`src/rtl/ibex_pkg.sv`:
```
// Shared Ibex types: the ALU operator set and the CHERI bounds-sequencer states.
// Only the subset of ibex_pkg used by this block is reproduced here.
package ibex_pkg;

    typedef enum logic [6:0] {
        ALU_ADD,
        ALU_SUB,
        ALU_XOR,
        ALU_OR,
        ALU_AND,
        ALU_LT,
        ALU_LTU,
        ALU_GE,
        ALU_GEU,
        ALU_EQ,
        ALU_NE
    } alu_op_e;

    typedef enum logic [2:0] {
        BSEQ_IDLE,
        BSEQ_ADD_TOP,
        BSEQ_CMP_TOP,
        BSEQ_CMP_BASE,
        BSEQ_DONE
    } cheri_bseq_state_e;

endpackage

```
`src/rtl/ibex_cheri_bounds_seq.sv`:
```
// Multi-cycle CSetBounds sequencer borrowing the shared integer ALU.
// Define IBEX_CHERI_BOUNDS_EARLY_ABORT_EN to skip the base check on a top failure.
module ibex_cheri_bounds_seq
    import ibex_pkg::*;
(
    input  logic          clk_i,
    input  logic          rst_ni,
    input  logic          start_i,
    input  logic          kill_i,
    input  logic [31:0]   addr_i,
    input  logic [31:0]   len_i,
    input  logic [31:0]   base_i,
    input  logic [32:0]   top_i,
    output logic          alu_sel_o,
    output alu_op_e       alu_operator_o,
    output logic [31:0]   alu_operand_a_o,
    output logic [31:0]   alu_operand_b_o,
    input  logic [33:0]   alu_adder_ext_i,
    input  logic          alu_cmp_i,
    input  logic          ready_id_i,
    output logic          busy_o,
    output logic          valid_o,
    output logic [31:0]   new_base_o,
    output logic [32:0]   new_top_o,
    output logic          length_exc_o
);

    cheri_bseq_state_e state_q, state_d;

    logic [31:0] addr_q;
    logic [31:0] len_q;
    logic [31:0] base_q;
    logic [32:0] top_q;
    logic [32:0] new_top_q;
    logic        top_fail_q;
    logic        base_fail_q;
    logic        capture;
    logic        top_ok;
    logic        unused_adder_lsb;

    assign unused_adder_lsb = alu_adder_ext_i[0];

    assign capture = (state_q == BSEQ_IDLE) & start_i & ~kill_i;

    // Carry bits decide the 33-bit compare; the ALU only resolves equal carries.
    always_comb begin
        if (top_q[32] != new_top_q[32]) begin
            top_ok = top_q[32];
        end else begin
            top_ok = alu_cmp_i;
        end
    end

    always_comb begin
        state_d         = state_q;
        alu_sel_o       = 1'b0;
        alu_operator_o  = ALU_ADD;
        alu_operand_a_o = '0;
        alu_operand_b_o = '0;
        valid_o         = 1'b0;
        length_exc_o    = 1'b0;
        unique case (state_q)
            BSEQ_IDLE: begin
                if (start_i) state_d = BSEQ_ADD_TOP;
            end
            BSEQ_ADD_TOP: begin
                alu_sel_o       = 1'b1;
                alu_operand_a_o = addr_q;
                alu_operand_b_o = len_q;
                state_d         = BSEQ_CMP_TOP;
            end
            BSEQ_CMP_TOP: begin
                alu_sel_o       = 1'b1;
                alu_operator_o  = ALU_GEU;
                alu_operand_a_o = top_q[31:0];
                alu_operand_b_o = new_top_q[31:0];
`ifdef IBEX_CHERI_BOUNDS_EARLY_ABORT_EN
                state_d = top_ok ? BSEQ_CMP_BASE : BSEQ_DONE;
`else
                state_d = BSEQ_CMP_BASE;
`endif
            end
            BSEQ_CMP_BASE: begin
                alu_sel_o       = 1'b1;
                alu_operator_o  = ALU_GEU;
                alu_operand_a_o = addr_q;
                alu_operand_b_o = base_q;
                state_d         = BSEQ_DONE;
            end
            BSEQ_DONE: begin
                valid_o      = 1'b1;
                length_exc_o = top_fail_q | base_fail_q;
                if (ready_id_i) state_d = BSEQ_IDLE;
            end
            default: state_d = BSEQ_IDLE;
        endcase
        if (kill_i) state_d = BSEQ_IDLE;
    end

    always_ff @(posedge clk_i or negedge rst_ni) begin
        if (!rst_ni) begin
            state_q     <= BSEQ_IDLE;
            addr_q      <= '0;
            len_q       <= '0;
            base_q      <= '0;
            top_q       <= '0;
            new_top_q   <= '0;
            top_fail_q  <= 1'b0;
            base_fail_q <= 1'b0;
        end else begin
            state_q <= state_d;
            if (capture) begin
                addr_q <= addr_i;
                len_q  <= len_i;
                base_q <= base_i;
                top_q  <= top_i;
            end
            if (state_q == BSEQ_ADD_TOP) begin
                new_top_q <= alu_adder_ext_i[33:1];
            end
            if (kill_i || capture) begin
                top_fail_q  <= 1'b0;
                base_fail_q <= 1'b0;
            end else begin
                if (state_q == BSEQ_CMP_TOP) top_fail_q <= ~top_ok;
                if (state_q == BSEQ_CMP_BASE) base_fail_q <= ~alu_cmp_i;
            end
        end
    end

    assign busy_o     = (state_q != BSEQ_IDLE);
    assign new_base_o = addr_q;
    assign new_top_o  = new_top_q;

endmodule

```
`config.mk`:
```
export PLATFORM = sky130hd
export DESIGN_NAME = ibex_cheri_bounds_seq
export DESIGN_NICKNAME = d
export VERILOG_FILES = /design/src/rtl/ibex_pkg.sv /design/src/rtl/ibex_cheri_bounds_seq.sv
export SDC_FILE = /design/constraint.sdc
export NUM_CORES = 1
export LEC_CHECK = 0
export CAP_MARGIN = 0
export CORE_ASPECT_RATIO = 2
export CORE_MARGIN = 1.5
export CORE_UTILIZATION = 30
export DETAILED_ROUTE_END_ITERATION = 12
export SLEW_MARGIN = 5
export SYNTH_ARGS = -nofsm -noshare
export SYNTH_HDL_FRONTEND = slang
export SYNTH_SLANG_ARGS = --single-unit
```
`constraint.sdc`:
```
create_clock -name clk_i -period 1.8 [get_ports clk_i]
set_input_delay 0.18 -clock clk_i [delete_from_list [all_inputs] [get_ports clk_i]]
set_output_delay 0.18 -clock clk_i [all_outputs]
set_load 0.02 [all_outputs]
```
[After elaboration in Yosys (flattened, before gate mapping)]
Index checks and enable logic that the tools add are counted.
Storage, ports and cells
  register bits after elaboration: 167
  input port bits: 169
  output and inout bits: 140
  word-level logic and storage cells: 45
Operators by class
  equal/unequal tests: 7
  mux-type cells: 15
  bitwise gates (word level): 6
  reduce and logical (&&, ||, !) cells: 9
Operator list (count)
  one-hot mux 32 bit (3 select lines): 1
  one-hot mux 32 bit (2 select lines): 1
  one-hot mux 3 bit (5 select lines): 1
  2-to-1 mux 3 bit: 3
  2-to-1 mux 1 bit: 8
  == test 3 x 2 -> 1 bit (second input constant): 2
  inequality test 3 bit (second input constant): 2
  2-to-1 mux 4 bit: 1
  nonzero test 2 bit: 2
  OR reduction 2 bit: 2
  == test 3 x 1 -> 1 bit (second input constant): 1
  == test 3 bit (second input constant): 1
  logical NOT 3 bit: 1
  NOT 1 bit: 3
  nonzero test 3 bit: 1
  OR reduction 3 bit: 1
  bitwise AND 1 bit: 2
  AND reduction 2 bit: 1
  logical OR 1 bit: 1
  inequality test 1 bit: 1
  OR 1 bit: 1

[Longest topological paths before layout]
  word-level depth: 5
  depth in mapped cells: 6
  gate-level depth less buffers: 3

[Worst setup path before layout]
Ideal clock, no wire load.
  path kind: register to output
  start point: register state_q[0]
  end point: output length_exc_o
  arrival: 1.620 ns
  required time: 1.620 ns
  setup slack: 0.000 ns
  stages on the path, launching flop included: 5
  path buffers: 2
  path through: dfrtp_1 > buf_4 > buf_4 > nor3_1 > o21a_1
Between the ends
  word-level cells in the longest chain between the ends: 2
Ends and longest elaborated chain
  from (decl): RTL line ibex_cheri_bounds_seq.sv:28  | cheri_bseq_state_e state_q, state_d;
  from (signal assigned): RTL line ibex_cheri_bounds_seq.sv:111  | state_q <= state_d;
  == test 3 bit: RTL line ibex_cheri_bounds_seq.sv:62  | unique case (state_q)
  2-to-1 mux 1 bit: RTL line ibex_cheri_bounds_seq.sv:62
  to (decl): RTL line ibex_cheri_bounds_seq.sv:25  | output logic length_exc_o
Every way passes these cells.

[Worst setup path in the final report]
  start point: register state_q[0]
  end point: output alu_operand_b_o[30]
Between the ends
  word-level cells in the longest chain between the ends: 2
  elaborated cells between the ends (all ways): 4
  classes of those cells: eq/ne (3); mux (1)
Ends and longest elaborated chain
  == test 3 x 2 -> 1 bit or == test 3 x 1 -> 1 bit (tied branches): RTL line ibex_cheri_bounds_seq.sv:62
  one-hot mux 32 bit (3 select lines) *: RTL line ibex_cheri_bounds_seq.sv:62
  to (decl): RTL line ibex_cheri_bounds_seq.sv:17  | output logic [31:0] alu_operand_b_o,
Mark *: on every way between the ends. The rest lies on a longest branch, timed or not.

==> flow_summary_export.csv <==
group,metric,value,unit
status,status,"finished with violations",
status,violations,"negative setup slack",
layout,final_cell_mix,"clkdlybuf4s50_1, dfrtp_1, mux2_2, mux2_4, buf_6",
layout,nNetsFinal,1069,
job,max-cap-violations,0,
placement,gp_congestion,0.7865,
synthesis,synth_warnings,0,
routing,ant_nets,0,
synthesis,yosys-top-cells-area,"dfrtp_1, mux2_2, mux2_4, a22o_1, mux2_1",
setup_path,required,1.62,ns
placement,port_buffers,301,
layout,final_common_cell,"clkdlybuf4s50_1",
floorplan,die_h,228.2,um
clock_network,tritoncts,"done",
synthesis,yosysUniqueCellTypes,30,
global_routing,track_usage,20.88,%
synthesis,syn_area,7606,um2
setup_path,crit_fanout,12,
pwr,ir_drop,711.8,uV
setup_path,cp_cell_sequence,"buf_6, buf_12, mux2_4, a22oi_2, nor2_1, buf_4",
routing,drc,0,
setup_path,worstSetupPathType,"reg -> out",
synthesis,yosys.area.top_type,"dfrtp_1",
clock_network,cts_inserted_buffers,17,
setup_path,cp_top_family,"buffers and inverters",
setup_path,arrival,1.94,ns
floorplan,rows,82,
timing,min_period,2.119,ns
routing,routed_via_density,4.723,
floorplan,die-area,26380,um2
synthesis,yosysSeqAreaShare,54.94,%
clock_network,cts.clk_slew.worst_paths,0.06,ns
setup_path,cp.depth,6,
synthesis,syn_area_per_cell,14.27,um2
timing,setup_ws,-0.3186,ns
timing,clock_skew,0.005811,ns
timing,finalMaxSlewViolations,0,
timing,period_share,117.7,%
timing,timing.fmax,0.4720,GHz
routing,routed-via-count,5918,
synthesis,yosys_register_bits,167,
clock_network,clkLatencyLatePin,0.44,ns
setup_path,end_kind,"primary output",
clock_network,clock_path_buffers,2,
global_routing,grt_pass1_vias,6413,
setup_path,cp_num_buf_inv,3,
setup_path,startpoint_type,"register",
setup_path,critPathSlowestCell,"dfrtp_2",
hold_path,hp-class,"in -> async",
layout,nFillCells,2211,
clock_network,numClockSinks,167,
placement,post_dp_cell_area,11170,um2
timing,hold_violations,0,
floorplan,start_util,30.38,%
floorplan,pin_count,309,
timing,setup_violations,201,
clock_network,clockRootBuffer,"clkbuf_16",
global_routing,grt-ovfl-total,0,
global_routing,grt_start_max_net_pins,56,
clock_network,cts.htree.levels,4,
setup_path,slowest_delay,0.44,ns
placement,post-place-ws,-0.3190,ns
pwr,p_leak,5.732,nW
layout,syn_to_final_growth,72.25,%
timing,rsz0062_at_grt,"yes",
layout,final_layout_size_suffix_gt1_share,46.55,%
pwr,powerDensity,1174,nW/um2
floorplan,fp.dieW,115.6,um
floorplan,core,25030,um2
routing,dr.pass1.iters,5,
routing,drtIter0Drc,152,
routing,wirelength,27.83,mm
synthesis,syn_inst,533,
layout,design_area,13100,um2
routing,wl_per_cell,22.21,um
global_routing,grt_pass1_wl,39.78,mm
setup_path,worstRegToRegCells,9,
synthesis,yosysTopAreaCellShare,54.94,%
global_routing,antenna_found_initial,5,
placement,dp_hpwl,17.11,mm
sequential cells by signal, indices dropped and copies added (netlist names):
name / cells
new_top_o: 33
top_q: 33
base_q: 32
len_q: 32
new_base_o: 32
state_q: 3
base_fail_q: 1
top_fail_q: 1
path summary, 6_finish.rpt:
| check | startpoint | endpoint | slack (ns) |
|---|---|---|---|
| max | state_q[0]$_DFFE_PN0P_ | alu_operand_b_o[30] | -0.32 |
| min | rst_ni | new_base_o[8]$_DFFE_PN0P_ | 0.20 |
| max reg2reg | state_q[0]$_DFFE_PN0P_ | new_base_o[22]$_DFFE_PN0P_ | -0.20 |
| min reg2reg | base_q[20]$_DFFE_PN0P_ | base_q[20]$_DFFE_PN0P_ | 0.50 |
| max in group asynchronous | rst_ni | new_top_o[11]$_DFFE_PN0N_ | 0.94 |
| min in group clk_i | addr_i[18] | new_base_o[18]$_DFFE_PN0P_ | 0.35 |
layout make-up:
type / count / area, um2 / area share [%]
flip-flops and latches: 167 / 4183 / 31.93
well taps: 336 / 420.4 / 3.209
diodes: 4 / 10.01 / 0.07640
clock buffers: 25 / 495.5 / 3.782
inverters: 2 / 7.507 / 0.05730
repair buffers: 390 / 4459 / 34.04
clock inverters: 7 / 68.82 / 0.5253
multi-input cells: 322 / 3457 / 26.39
per-stage QoR:
step | power, mW | setup TNS, ns | util, % | std cells | hold WS (ns)
after global placement | 10.89 | -15.57 | 44.62 | 1156 | 0.09580
after detailed placement | 10.95 | -16.34 | 44.62 | 1156 | 0.09425
final | 15.38 | -28.72 | 52.33 | 1253 | 0.1954
after floorplan | 8.341 | 0 | - | 538 | -0.1156
after CTS | 15.21 | -46.59 | 50.98 | 1238 | 0.1762
after global routing | 16.09 | -40.63 | 52.33 | 1253 | 0.2105
report_power, final:
group,switching (mW),internal [mW],leakage [nW]
logic,2.57,3.61,3.49
clock network,1.55,2.05,0.273
registers,0.770,4.83,1.97
total,4.89,10.5,5.73
synthesized netlist by cell type:
| cell type | instances |
|---|---|
| dfrtp_1 | 167 |
| mux2_2 | 142 |
| nor2_1 | 36 |
| a22o_1 | 32 |
| a22oi_1 | 32 |
| mux2_4 | 30 |
| mux2_1 | 22 |
| buf_4 | 18 |
| buf_2 | 14 |
| clkbuf_1 | 8 |
| buf_6 | 5 |
| nor2b_1 | 3 |
| a21oi_1 | 2 |
| buf_1 | 2 |
| inv_1 | 2 |
| nand2_1 | 2 |
| nand3b_1 | 2 |
| nor3_1 | 2 |
| a211oi_1 | 1 |
| a31o_2 | 1 |
| conb_1 | 1 |
| maj3_1 | 1 |
| nand3_1 | 1 |
| nor2_4 | 1 |
| nor2b_4 | 1 |
| nor3b_4 | 1 |
| o21a_1 | 1 |
| o21ai_0 | 1 |
| or2_2 | 1 |
| xnor2_1 | 1 |
timing repair:
item                                    in CTS  in global routing
pin swaps                                   37                 15
hold buffers                                 1                  0
setup buffers                               28                 13
endpoints found under the setup margin     216                198
hold endpoints to repair                    77                  0
gates cloned                                23                  8
gates resized for setup                    430                 81
metal layers:
| metal | up-vias | track usage [%] | wire (um) |
|---|---|---|---|
| li1 | 2666 | - | - |
| met1 | 2995 | 20.97 | 9482 |
| met2 | 212 | 39.55 | 16200 |
| met3 | 43 | 4.862 | 1318 |
| met4 | 2 | 9.066 | 812 |
| met5 | - | 0 | 12 |
logic make-up after synthesis:
family / share of synthesized area [%]
muxes: 30.20
AOI/OAI and AO/OA: 7.353
other: 0.04930
and+or+nand+nor: 3.175
DFF: 54.94
buffers and inverters: 4.030
adders and majority gates: 0.1316
xor gates and xnor gates: 0.1152
No activity file was read; power rests on OpenSTA's default activity.
